$ cat src/rtl/estado_temp_multi.sv
// ---------------------------------------------------------------------------
// estado_temp_multi
//
// Temperature-state classifier with built-in persistence counting, hysteresis
// on the exit thresholds, a registered alert cause and a sticky alarm.
// Sits between the sample register and the heater/fan drivers.
//
// Optional feature macro: ESTADO_TEMP_HISTERESIS_EN
//   defined   -> exit thresholds are TEMP_BAJO+HIST / TEMP_ALTO-HIST
//   undefined -> HIST is ignored, exit thresholds equal entry thresholds
//
// Parameters
//   W          signed temperature width
//   TEMP_BAJO  cold entry threshold (temp <  TEMP_BAJO is cold)
//   TEMP_ALTO  hot entry threshold  (temp >  TEMP_ALTO is hot)
//   HIST       hysteresis band width
//   N_PER      consecutive out-of-range valid samples needed for ALERTA (2..255)
//   CW         persistence counter width (derived)
//
// Ports
//   clk            in   system clock, rising edge
//   arst_n         in   asynchronous active-low reset
//   muestra_valida in   temp carries a new sample this cycle
//   temp           in   signed temperature sample (two's complement, W bits)
//   ack            in   clears the latched alarm (outside ALERTA)
//   alerta         out  state is ALERTA
//   calefactor     out  heater on (ALERTA, cold cause)
//   ventilador     out  fan on (ALERTA, hot cause)
//   alerta_mem     out  latched alarm, sticky until acknowledged
//   estado_actual  out  NORMAL=00, BAJO=01, ALTO=10, ALERTA=11
//   cuenta         out  persistence counter
// ---------------------------------------------------------------------------
module estado_temp_multi #(
    parameter int W         = 11,
    parameter int TEMP_BAJO = 180,
    parameter int TEMP_ALTO = 259,
    parameter int HIST      = 5,
    parameter int N_PER     = 4,
    parameter int CW        = $clog2(N_PER + 1)
) (
    input  logic          clk,
    input  logic          arst_n,
    input  logic          muestra_valida,
    input  logic [W-1:0]  temp,
    input  logic          ack,
    output logic          alerta,
    output logic          calefactor,
    output logic          ventilador,
    output logic          alerta_mem,
    output logic [1:0]    estado_actual,
    output logic [CW-1:0] cuenta
);

`ifdef ESTADO_TEMP_HISTERESIS_EN
    localparam int HIST_EF = HIST;
`else
    // Band collapsed: exit thresholds coincide with entry thresholds.
    localparam int HIST_EF = 0 * HIST;
`endif

    localparam logic signed [W-1:0] UMB_BAJO   = W'(TEMP_BAJO);
    localparam logic signed [W-1:0] UMB_ALTO   = W'(TEMP_ALTO);
    localparam logic signed [W-1:0] SAL_FRIO   = W'(TEMP_BAJO + HIST_EF);
    localparam logic signed [W-1:0] SAL_CALOR  = W'(TEMP_ALTO - HIST_EF);
    localparam logic [CW-1:0]       CUENTA_MAX = CW'(N_PER);
    localparam logic [CW-1:0]       CUENTA_UNO = CW'(1);
    localparam logic [CW-1:0]       CUENTA_CERO = '0;

    typedef enum logic [1:0] {
        NORMAL = 2'b00,
        BAJO   = 2'b01,
        ALTO   = 2'b10,
        ALERTA = 2'b11
    } estado_t;

    estado_t       estado_q, estado_d;
    logic [CW-1:0] cuenta_q, cuenta_d;
    logic          causa_q, causa_d;       // 0 = cold, 1 = hot
    logic          alerta_mem_q, alerta_mem_d;

    logic signed [W-1:0] temp_s;
    logic                frio, calor, sale_frio, sale_calor;
    logic [CW-1:0]       cuenta_inc;
    logic                entra_alerta;

    // Sample classification (signed compares)
    always_comb begin
        temp_s     = signed'(temp);
        frio       = (temp_s < UMB_BAJO);
        calor      = (temp_s > UMB_ALTO);
        sale_frio  = (temp_s >= SAL_FRIO) && !calor;
        sale_calor = (temp_s <= SAL_CALOR) && !frio;
        cuenta_inc = cuenta_q + CUENTA_UNO;
    end

    // Next-state logic; anything not matched below is the in-band case and holds.
    always_comb begin
        estado_d     = estado_q;
        cuenta_d     = cuenta_q;
        causa_d      = causa_q;
        alerta_mem_d = alerta_mem_q;
        entra_alerta = 1'b0;

        if (muestra_valida) begin
            unique case (estado_q)
                NORMAL: begin
                    if (frio) begin
                        estado_d = BAJO;
                        cuenta_d = CUENTA_UNO;
                        causa_d  = 1'b0;
                    end else if (calor) begin
                        estado_d = ALTO;
                        cuenta_d = CUENTA_UNO;
                        causa_d  = 1'b1;
                    end else begin
                        cuenta_d = CUENTA_CERO;
                    end
                end
                BAJO: begin
                    if (frio) begin
                        cuenta_d = cuenta_inc;
                        if (cuenta_inc == CUENTA_MAX) begin
                            estado_d = ALERTA;
                        end
                    end else if (calor) begin
                        estado_d = ALTO;
                        cuenta_d = CUENTA_UNO;
                        causa_d  = 1'b1;
                    end else if (sale_frio) begin
                        estado_d = NORMAL;
                        cuenta_d = CUENTA_CERO;
                    end
                end
                ALTO: begin
                    if (calor) begin
                        cuenta_d = cuenta_inc;
                        if (cuenta_inc == CUENTA_MAX) begin
                            estado_d = ALERTA;
                        end
                    end else if (frio) begin
                        estado_d = BAJO;
                        cuenta_d = CUENTA_UNO;
                        causa_d  = 1'b0;
                    end else if (sale_calor) begin
                        estado_d = NORMAL;
                        cuenta_d = CUENTA_CERO;
                    end
                end
                ALERTA: begin
                    if (!causa_q) begin
                        if (frio) begin
                            cuenta_d = CUENTA_MAX;
                        end else if (calor) begin
                            estado_d = ALTO;
                            cuenta_d = CUENTA_UNO;
                            causa_d  = 1'b1;
                        end else if (sale_frio) begin
                            estado_d = NORMAL;
                            cuenta_d = CUENTA_CERO;
                        end
                    end else begin
                        if (calor) begin
                            cuenta_d = CUENTA_MAX;
                        end else if (frio) begin
                            estado_d = BAJO;
                            cuenta_d = CUENTA_UNO;
                            causa_d  = 1'b0;
                        end else if (sale_calor) begin
                            estado_d = NORMAL;
                            cuenta_d = CUENTA_CERO;
                        end
                    end
                end
                default: begin
                    estado_d = NORMAL;
                    cuenta_d = CUENTA_CERO;
                end
            endcase
        end

        // Sticky alarm: entering ALERTA sets (and beats a simultaneous ack);
        // ack only clears while the state is outside ALERTA.
        entra_alerta = muestra_valida && (estado_d == ALERTA) && (estado_q != ALERTA);
        if (entra_alerta) begin
            alerta_mem_d = 1'b1;
        end else if (ack && (estado_q != ALERTA)) begin
            alerta_mem_d = 1'b0;
        end
    end

    // Registered state
    always_ff @(posedge clk or negedge arst_n) begin
        if (!arst_n) begin
            estado_q     <= NORMAL;
            cuenta_q     <= '0;
            causa_q      <= 1'b0;
            alerta_mem_q <= 1'b0;
        end else begin
            estado_q     <= estado_d;
            cuenta_q     <= cuenta_d;
            causa_q      <= causa_d;
            alerta_mem_q <= alerta_mem_d;
        end
    end

    // Output decode from registered state and cause only
    always_comb begin
        alerta        = (estado_q == ALERTA);
        calefactor    = alerta && !causa_q;
        ventilador    = alerta && causa_q;
        alerta_mem    = alerta_mem_q;
        estado_actual = estado_q;
        cuenta        = cuenta_q;
    end

endmodule

$ cat config.mk
export PLATFORM = sky130hd
export DESIGN_NAME = estado_temp_multi
export DESIGN_NICKNAME = d
export VERILOG_FILES = /design/src/rtl/estado_temp_multi.sv
export SDC_FILE = /design/constraint.sdc
export NUM_CORES = 1
export LEC_CHECK = 0
export BUFFER_PORTS_ARGS = -buffer_cell sky130_fd_sc_hd__buf_2
export CAP_MARGIN = 25
export CORE_UTILIZATION = 45
export CTS_CLUSTER_DIAMETER = 120
export DETAILED_ROUTE_END_ITERATION = 10
export GPL_ROUTABILITY_DRIVEN = 0
export PLACE_DENSITY = 0.77
export SYNTH_ARGS = -nofsm -noshare
export SYNTH_HDL_FRONTEND = slang
export SYNTH_SLANG_ARGS = --single-unit
$ cat constraint.sdc
create_clock -name clk -period 2.35 [get_ports clk]
set_clock_uncertainty 0.05 [all_clocks]
set_input_delay 0.235 -clock clk [delete_from_list [all_inputs] [get_ports clk]]
set_output_delay 0.235 -clock clk [all_outputs]
set_load 0.01 [all_outputs]
==> reports/metrics.yaml <==
sta:
  final_max_slew_viol_count: 0
  grt_setup_unrepaired: "no"
  worstMarginPinSlew_ps: 373
  post-route-min-period_ps: 1670
  max_freq_ghz: 0.600
  final.setup.tns_ps: 0
  hold_violations: 0
  slew_headroom: 0.750
  finalCritPeriodShare: 0.709
  setup_violations: 0
yosys:
  synth_area_leaders: "dfrtp_1 (29%), nand2_1 (5.5%), ha_1 (4.1%), nor4_4 (3.5%), o211ai_4 (3.5%)"
  netlist_area_um2: 613
  avgSynthCellArea_um2: 8.52
  yosysWarnings: 0
  seq_area_frac_synth: 0.286
  synth-main-ff-cell: "dfrtp_1"
  syn_inst: 72
  syn_nets: 89
  synth_edf_count: 0
  yosysMostFrequentCell: "nand2_1"
  ys_ff_latch: 7
  synth_cell_types: 33
  synth_common_cells: "nand2_1 (9), dfrtp_1 (7), inv_1 (5), nor2_1 (5), a21oi_1 (4)"
  synth_top_area_frac: 0.286
  synth_top_area_cell: "dfrtp_1"
  synthArstFlopShare: 1.00
routing:
  detail_route.drc_violations: 0
  wl_per_cell_um: 12.5
  vias: 590
  drt_iter0_markers: 21
  routed_wl_um: 1350
  dr.pass1.iters: 4
  drtAntennaViolNets: 0
  viasPerCell: 5.46
clock_tree:
  clockBufferDepth: 2
  cts.clk_slew.worst_paths_ps: 60
  cts_resized: 0
  cts_tree: "done"
  clock_latency_ps: 270
  clockRootBuffer: "clkbuf_4"
  cts.sinks: 7
  h-tree-depth: 1
  cts_buffers: 3
floorplanning:
  start_util: 0.517
  die-area_um2: 1510
  core_area_um2: 1190
  die_h_um: 38.9
  rows: 12
  die_w_um: 38.9
  io-pin-count: 24
global_route:
  grt_max_degree: 15
  track_usage: 0.223
  antenna_found_initial: 0
  grt_pass1_vias: 525
  grt_remaining_overflow: 0
  grt_pass1_wl_um: 2190
layout:
  multi_input_area_um2: 402
  area_growth_syn_to_layout_pct: 23.1
  fin_cells: 108
  nFillCells: 96
  seqCellArea_um2: 175
  antenna_cells: 0
  layout-drive-gt1-share: 0.330
  fin_nets: 112
  finish.utilization: 0.636
place:
  dp_cells: 103
  portBuffers: 21
  dp_hpwl_um: 1060
hold_path:
  hold_class: "input pin to register"
  min-delay-start: "ack"
run:
  drv_cap: 0
critical_path:
  crit_type: "register to register"
  worst_setup_path_start_kind: "register"
  r2r-start: "causa_q$_DFFE_PN0P_"
  crit_arrival_ps: 1760
  crit_required_ps: 2440
  endpoint_kind: "register"
  cp-startpoint: "causa_q$_DFFE_PN0P_"
  crit_fanout: 7
run_status:
  status: "finished clean"
pwr:
  peakVddDrop_mv: 0.449
  finalPower_w: 0.000536
  p_per_area_nw_per_um2: 711
  p_leak_nw: 0.368
[power by group]
part           total [W]  leakage [nW]  internal, W  switching [W]
Clock           0.000115        0.0150    0.0000651      0.0000494
Sequential      0.000201        0.0877     0.000154      0.0000472
Combinational   0.000221         0.265     0.000106       0.000115
[final cells by class]
class,count,area share
Clock buffer,4,0.0348
Timing Repair Buffer,22,0.153
Sequential cell,7,0.232
Tap cell,14,0.0232
Inverter,5,0.0249
Multi-Input combinational cell,56,0.532
[layer usage]
metal  GRT usage  vias to the layer above  routed length (µm)
li1            -                      310                   -
met1       0.296                      258                 644
met2       0.313                       20                 602
met3       0.104                        2                  91
met4      0.0776                        0                   9
met5           0                        -                   0
[placed cells by master, fill, tap and decap left out, drive strengths merged, types with 3 or more instances in the layout]
master,count
a211oi,3
a21oi,4
buf,21
clkbuf,4
dfrtp,7
inv,5
nand2,9
nand3,3
nor2,5
o21ai,5
[path summary, 6_finish.rpt]
path                       slack, ps                         end  cells past startpoint
max                              680      alerta_mem$_DFFE_PN0P_                      5
min                              220      alerta_mem$_DFFE_PN0P_                      3
max reg2reg                      680      alerta_mem$_DFFE_PN0P_                      5
min reg2reg                      440      alerta_mem$_DFFE_PN0P_                      1
max in group asynchronous       1800  estado_actual[0]$_DFF_PN0_                      2
min in group asynchronous        280         causa_q$_DFFE_PN0P_                      2
[per-stage QoR]
step,instance area [µm²],hold WS [ps],setup slack [ps]
3_3_place_gp,718,27.1,618
3_5_place_dp,718,30.1,595
6_report,754,216,683
2_1_floorplan,613,-111,789
4_1_cts,754,216,691
5_1_grt,754,233,614
[critical path, cell delays in order (launching register included)]
cell      delay [ps]
dfrtp_1          490
nand2_1          120
and3b_2          220
a211oi_1         320
nor2_1            80
a32o_1           260
[registers in the layout, indices dropped and copies added, names as in the netlist]
name	cells
estado_actual	2
alerta_mem	1
causa_q	1
cuenta	3
[cell families (layout without fill, tap and decap cells)]
kind of cell               Yosys count  after routing  share of synthesized area
and+or+nand+nor                     30             30                      0.286
AOI/OAI and AO/OA                   22             22                      0.296
buffers and inverters                9             31                     0.0592
DFF                                  7              7                      0.286
adders and majority gates            2              2                     0.0408
muxes                                2              2                     0.0327
[what timing repair did]
item / in CTS / in global routing
setup buffers: 0 / 0
hold endpoints to repair: 7 / 0
setup endpoints to repair: 0 / 0
hold buffers: 1 / 0
No activity file was read; power rests on OpenSTA's default activity.
